File: config.mk
export PLATFORM = sky130hd
export DESIGN_NAME = nfc_physical_output_gen2
export DESIGN_NICKNAME = d
export VERILOG_FILES = /design/src/rtl/nfc_physical_output_gen2_pkg.sv /design/src/rtl/nfc_physical_output_gen2_sequencer.sv /design/src/rtl/nfc_physical_output_gen2.sv
export SDC_FILE = /design/constraint.sdc
export NUM_CORES = 1
export LEC_CHECK = 0
export ABC_AREA = 1
export CAP_MARGIN = 10
export CORE_UTILIZATION = 45
export DETAILED_ROUTE_END_ITERATION = 6
export PLACE_DENSITY = 0.76
export SETUP_SLACK_MARGIN = 0.5
export SYNTH_ARGS = -nofsm -noshare
export SYNTH_HDL_FRONTEND = slang
export SYNTH_SLANG_ARGS = --single-unit
File: constraint.sdc
create_clock -name iSystemClock -period 1.7 [get_ports iSystemClock]
set_clock_uncertainty 0.05 [all_clocks]
set_input_delay 0.255 -clock iSystemClock [delete_from_list [all_inputs] [get_ports iSystemClock]]
set_output_delay 0.255 -clock iSystemClock [all_outputs]
set_load 0.005 [all_outputs]
File: src/rtl/nfc_physical_output_gen2_pkg.sv
// Shared definitions for the NFC physical output stage: tristate FSM
// encoding, bus idle levels and legal parameter ranges.
package NFC_PHY_pkg;

    typedef enum logic [1:0] {
        HIZ   = 2'd0,
        DRIVE = 2'd1,
        TURN  = 2'd2
    } tristateState_t;

    // Idle (released) levels of the NAND control and strobe lines
    localparam logic       CEIdle  = 1'b1;
    localparam logic [1:0] WEIdle  = 2'b11;
    localparam logic [1:0] REIdle  = 2'b11;
    localparam logic [1:0] ALEIdle = 2'b00;
    localparam logic [1:0] CLEIdle = 2'b00;
    localparam logic [1:0] DQSIdle = 2'b00;

    // Legal parameter ranges
    localparam int unsigned MinNumberOfWays     = 1;
    localparam int unsigned MaxNumberOfWays     = 8;
    localparam int unsigned MinPipelineDepth    = 1;
    localparam int unsigned MaxPipelineDepth    = 4;
    localparam int unsigned MaxTurnaroundCycles = 7;

endpackage

File: src/rtl/nfc_physical_output_gen2_sequencer.sv
// Tristate sequencer for one pin group: delays the drive request so the
// T register lines up with the data pipeline, then walks HIZ/DRIVE/TURN
// with a forced Hi-Z guard after each release.
module NFC_Tristate_Sequencer
    import NFC_PHY_pkg::*;
#(
    parameter int unsigned PipelineDepth    = 2,
    parameter int unsigned TurnaroundCycles = 2
) (
    input  logic iSystemClock,
    input  logic iModuleReset,
    input  logic iForceIdle,
    input  logic iEnable,
    output logic oTristate,
    output logic oConflict,
    output logic oHiZ
);

    localparam int unsigned DelayStages = PipelineDepth - 1;
    localparam logic [2:0]  TurnLoad    = (TurnaroundCycles == 0) ? 3'd0 : 3'(TurnaroundCycles - 1);

    tristateState_t rState;
    logic [2:0]     rCount;
    logic           wDelayedEnable;

    generate
        if (DelayStages == 0) begin : gNoDelay
            assign wDelayedEnable = iEnable;
        end else begin : gDelay
            logic rDelay [DelayStages];

            // Enable delay line, flushed together with the data pipeline
            always_ff @(posedge iSystemClock) begin
                if (iModuleReset || iForceIdle) begin
                    for (int unsigned i = 0; i < DelayStages; i++) rDelay[i] <= 1'b0;
                end else begin
                    for (int unsigned i = DelayStages - 1; i > 0; i--) rDelay[i] <= rDelay[i-1];
                    rDelay[0] <= iEnable;
                end
            end

            assign wDelayedEnable = rDelay[DelayStages-1];
        end
    endgenerate

    // HIZ/DRIVE/TURN state machine with registered T and conflict pulse
    always_ff @(posedge iSystemClock) begin
        if (iModuleReset || iForceIdle) begin
            rState    <= HIZ;
            rCount    <= '0;
            oTristate <= 1'b1;
            oConflict <= 1'b0;
        end else begin
            oConflict <= 1'b0;
            unique case (rState)
                HIZ: begin
                    if (wDelayedEnable) begin
                        rState    <= DRIVE;
                        oTristate <= 1'b0;
                    end
                end
                DRIVE: begin
                    if (!wDelayedEnable) begin
                        oTristate <= 1'b1;
                        if (TurnaroundCycles == 0) begin
                            rState <= HIZ;
                        end else begin
                            rState <= TURN;
                            rCount <= TurnLoad;
                        end
                    end
                end
                TURN: begin
                    // A request during the guard is refused; the countdown continues
                    oConflict <= wDelayedEnable;
                    if (rCount == '0) rState <= HIZ;
                    else              rCount <= rCount - 3'd1;
                end
                default: begin
                    rState    <= HIZ;
                    oTristate <= 1'b1;
                end
            endcase
        end
    end

    assign oHiZ = (rState == HIZ);

endmodule

File: src/rtl/nfc_physical_output_gen2.sv
// NAND physical output stage: fixed-latency pipeline for DQ/DQS and control
// phase pairs, plus tristate sequencing for the DQS and DQ pin groups.
module nfc_physical_output_gen2
    import NFC_PHY_pkg::*;
#(
    parameter int unsigned NumberOfWays     = 4,
    parameter int unsigned DQWidth          = 8,
    parameter int unsigned PipelineDepth    = 2,
    parameter int unsigned TurnaroundCycles = 2
) (
    input  logic                      iSystemClock,
    input  logic                      iModuleReset,
    input  logic                      iDQSOutEnable,
    input  logic                      iDQOutEnable,
    input  logic                      iForceIdle,
    input  logic [1:0]                iPO_DQStrobe,
    input  logic [2*DQWidth-1:0]      iPO_DQ,
    input  logic [NumberOfWays-1:0]   iPO_ChipEnable,
    input  logic [1:0]                iPO_ReadEnable,
    input  logic [1:0]                iPO_WriteEnable,
    input  logic [1:0]                iPO_AddressLatchEnable,
    input  logic [1:0]                iPO_CommandLatchEnable,
    output logic [1:0]                oDQSToNAND_P,
    output logic [2*DQWidth-1:0]      oDQToNAND_P,
    output logic                      oDQSOutEnableToPinpad,
    output logic [DQWidth-1:0]        oDQOutEnableToPinpad,
    output logic [NumberOfWays-1:0]   oCEToNAND,
    output logic [1:0]                oWEToNAND_P,
    output logic [1:0]                oREToNAND_P,
    output logic [1:0]                oALEToNAND_P,
    output logic [1:0]                oCLEToNAND_P,
    output logic                      oBusConflict,
    output logic                      oIdle
);

    localparam int unsigned BusWidth = 2 + 2*DQWidth + NumberOfWays + 8;
    localparam logic [BusWidth-1:0] IdleBus = {DQSIdle, {(2*DQWidth){1'b0}}, {NumberOfWays{CEIdle}},
                                               WEIdle, REIdle, ALEIdle, CLEIdle};

    logic [BusWidth-1:0] rPipe [PipelineDepth];
    logic [BusWidth-1:0] wBusIn;
    logic                wDQSTristate, wDQTristate;
    logic                wDQSConflict, wDQConflict;
    logic                wDQSHiZ, wDQHiZ;

    assign wBusIn = {iPO_DQStrobe, iPO_DQ, iPO_ChipEnable, iPO_WriteEnable,
                     iPO_ReadEnable, iPO_AddressLatchEnable, iPO_CommandLatchEnable};

    // Data/strobe pipeline; reset and force-idle load idle levels into every stage
    always_ff @(posedge iSystemClock) begin
        if (iModuleReset || iForceIdle) begin
            for (int unsigned i = 0; i < PipelineDepth; i++) rPipe[i] <= IdleBus;
        end else begin
            rPipe[0] <= wBusIn;
            for (int unsigned i = 1; i < PipelineDepth; i++) rPipe[i] <= rPipe[i-1];
        end
    end

    assign {oDQSToNAND_P, oDQToNAND_P, oCEToNAND, oWEToNAND_P,
            oREToNAND_P, oALEToNAND_P, oCLEToNAND_P} = rPipe[PipelineDepth-1];

    NFC_Tristate_Sequencer #(
        .PipelineDepth    (PipelineDepth),
        .TurnaroundCycles (TurnaroundCycles)
    ) dqsSequencer (
        .iSystemClock (iSystemClock),
        .iModuleReset (iModuleReset),
        .iForceIdle   (iForceIdle),
        .iEnable      (iDQSOutEnable),
        .oTristate    (wDQSTristate),
        .oConflict    (wDQSConflict),
        .oHiZ         (wDQSHiZ)
    );

    NFC_Tristate_Sequencer #(
        .PipelineDepth    (PipelineDepth),
        .TurnaroundCycles (TurnaroundCycles)
    ) dqSequencer (
        .iSystemClock (iSystemClock),
        .iModuleReset (iModuleReset),
        .iForceIdle   (iForceIdle),
        .iEnable      (iDQOutEnable),
        .oTristate    (wDQTristate),
        .oConflict    (wDQConflict),
        .oHiZ         (wDQHiZ)
    );

    assign oDQSOutEnableToPinpad = wDQSTristate;
    assign oDQOutEnableToPinpad  = {DQWidth{wDQTristate}};

    // Registered conflict pulse and bus-released flag
    always_ff @(posedge iSystemClock) begin
        if (iModuleReset || iForceIdle) begin
            oBusConflict <= 1'b0;
            oIdle        <= 1'b1;
        end else begin
            oBusConflict <= wDQSConflict | wDQConflict;
            oIdle        <= wDQSHiZ && wDQHiZ && (&oCEToNAND);
        end
    end

endmodule

==> impl_metrics.tcl <==
set metrics [dict create \
    gp_congestion 0.805 \
    worstMarginPinSlew_ns 0.255 \
    crit_family "flip-flops" \
    setup_ws_ns 0.418 \
    finalCritPeriodShare_pct 75.4 \
    nNetsFinal 426 \
    path_buf_inv 3 \
    grt_setup_unrepaired "true" \
    cellLeakagePower_nw 1.64 \
    wl_per_cell_um 10.7 \
    relSlewSlack_pct 82.9 \
    grt_pass1_wl_mm 7.82 \
    yosysSeqAreaShare_pct 53.8 \
    syn_area_per_cell_sq_um 8.82 \
    worst_path_most_repeated_cell "nand2_1" \
    num_vias 1981 \
    yosys-top-cells-area "dfxtp_1 (54%), buf_4 (9.8%), inv_1 (8.4%)" \
    ys_ff_latch 78 \
    pre_cts_slack_ns 0.207 \
    die_w_um 82.3 \
    cts_made_buffers 9 \
    cp-start-kind "register" \
    synth_warnings 0 \
    cts_sinks 78 \
    drc 0 \
    yosys.area.top_type_share_pct 53.8 \
    io_pins 76 \
    cp.arrival_ns 1.48 \
    report.final.hold_viol_count 0 \
    power_density_mw_per_mm2 971 \
    path_cells "inv_4 > ha_4 > inv_2 > a21oi_4 > nand2_2 > nand2_1 > nand2_1 > nand2_1 > inv_1" \
    hpwlAfterDp_mm 3.20 \
    critPathSlowestCell "dfxtp_4" \
    grt_max_degree 35 \
    yosys.cell_types.count 20 \
    hold_class "reg -> reg" \
    dr.pass1.iters 4 \
    cap_violations 0 \
    antenna-diode-count 0 \
    ctsRootBufferMaster "clkbuf_8" \
    ir_drop_uv 628 \
    detail-route-antenna-nets 0 \
    synth.most_common_cell "dfxtp_1" \
    ff_latch_area_sq_mm 0.00159 \
    drt_iter0_markers 54 \
    synth.top_cells.by_count "dfxtp_1 (78), inv_1 (65), nor2_1 (42)" \
    insertion_delay_ns 0.34 \
    synth-edff-count 0 \
    grt-ovfl-total 0 \
    final-instance-count-excl-fill 462 \
    endpoint_kind "register" \
    h-tree-depth 3 \
    outcome "finished clean" \
    p_total_mw 3.60 \
    synth_nets 373 \
    io_buffers 75 \
    async_flop_share_pct 0 \
    finalSetupViolCount 0 \
    antenna_found_initial 0 \
    path_clk_slew_ns 0.08 \
    critical_path_class "reg -> reg" \
    nFillCells 539 \
    area_growth_pct 27.6 \
    start_util_pct 47.9 \
    yosysTopAreaCell "dfxtp_1" \
    cts_tree "done" \
    core_area_sq_mm 0.00606 \
    multi_input_area_sq_um 827 \
    wirelength_mm 4.94 \
    drv_slew 0 \
    gr-usage-all-layers_pct 16.0 \
    layout-drive-gt1-share_pct 33.1 \
    cp_data_required_time_ns 1.90 \
    placedCellCount 437 \
    syn_area_sq_mm 0.00290 \
    die_height_um 82.3 \
    finalSetupTns_ns 0 \
    rows 28 \
    synthFlopType "dfxtp_1" \
    cpPeakStageDelay_ns 0.37 \
    syn_inst 329 \
    path_max_fanout 5 \
    fin_crit_ns 1.28 \
    fp.dieArea_sq_mm 0.00677 \
    clockBufferDepth 2 \
    grt_pass1_vias 1836 \
    max_freq_mhz 780 \
    avgViaCountPerCell 4.29 \
]
## path summary, 6_finish.rpt
check                              from                     to  slack, ns  depth (start not counted)
setup reg to reg  dqSequencer.rState[0]  dqSequencer.rCount[2]       0.42                          9
hold reg to reg            rPipe[0][17]           rPipe[0][47]       0.35                          2
hold / removal             rPipe[0][17]           rPipe[0][47]       0.35                          2
setup / recovery  dqSequencer.rState[0]  dqSequencer.rCount[2]       0.42                          9
## repair_timing
item                                    CTS  global route
pin swaps                                 6             3
endpoints found under the setup margin   47            45
resized for setup                       145            40
endpoints found under the hold margin     0             0
setup buffers                             8             1
hold buffers                              0             0
## power breakdown
| part | switching (mW) | leakage [nW] | internal, mW |
|---|---|---|---|
| Combinational | 0.149 | 0.912 | 0.185 |
| Sequential | 0.0191 | 0.638 | 1.88 |
| Clock | 0.679 | 0.0895 | 0.688 |
## worst register-to-register path: stages (launching register included)
cell	delay, ns
dfxtp_4	0.37
inv_4	0.05
ha_4	0.26
inv_2	0.04
a21oi_4	0.17
nand2_2	0.08
nand2_1	0.06
nand2_1	0.04
nand2_1	0.05
inv_1	0.03
## cells in the final DEF (no fill, tap or decap), types with 2 or more instances in the layout
cell,count
dfxtp_1,62
inv_1,57
nor2_1,39
clkdlybuf4s50_1,34
clkbuf_2,28
nor2_2,23
nand2_1,17
or2_1,16
dfxtp_2,14
nand3_1,12
buf_6,10
clkbuf_8,9
buf_4,8
inv_2,7
ha_1,6
nand2_2,5
a21oi_1,5
buf_2,4
ha_4,3
clkinvlp_4,3
buf_12,3
inv_4,2
o21ai_0,2
o21ai_1,2
nand3b_1,2
nor3_1,2
inv_6,2
dfxtp_4,2
## layer usage
metal / share of wire, % / GRT usage (%) / vias up / routed length (um)
met5: 0 / 0 / - / 0
met4: 1.5 / 7.19 / 0 / 74
met3: 7.3 / 7.80 / 10 / 360
met2: 50 / 27.4 / 62 / 2480
met1: 41 / 16.4 / 885 / 2030
li1: - / - / 1024 / -
## logic make-up (layout without fill, tap and decap cells)
| logic type | after synthesis | count (layout) | share of synthesized area [%] |
|---|---|---|---|
| flops | 78 | 78 | 53.8 |
| fa+ha+maj | 9 | 9 | 3.88 |
| buf+inv | 112 | 170 | 20.4 |
| simple gates | 120 | 120 | 20.0 |
| compound gates | 10 | 10 | 1.85 |
## flip-flops by register name (all words and copies together) (netlist names)
register and count:
oIdle 1, rPipe 60, dqsSequencer.oConflict 1, dqSequencer.oConflict 1
dqsSequencer.oTristate 1, dqsSequencer.gDelay.rDelay 1, dqsSequencer.rCount 3, oBusConflict 1
dqSequencer.gDelay.rDelay 1, dqSequencer.rCount 3, dqsSequencer.rState 2, dqSequencer.rState 2
dqSequencer.oTristate 1
## cell type report
type,count,share of cell area [%]
Clock buffer,10,3.45
Clock inverter,6,1.89
Inverter,66,6.83
Multi-Input combinational cell,139,22.3
Sequential cell,78,42.9
Tap cell,75,2.54
Timing Repair Buffer,88,20.1
## stage by stage
stage,hold WS [ns],utilization (%),cell area (sq um)
after floorplan,0.305,-,2920
after global placement,0.337,57.4,3480
after detailed placement,0.341,57.4,3480
after CTS,0.355,63.1,3820
after global routing,0.361,61.1,3700
final,0.353,61.1,3700
Power figures use the tool's default switching activity.
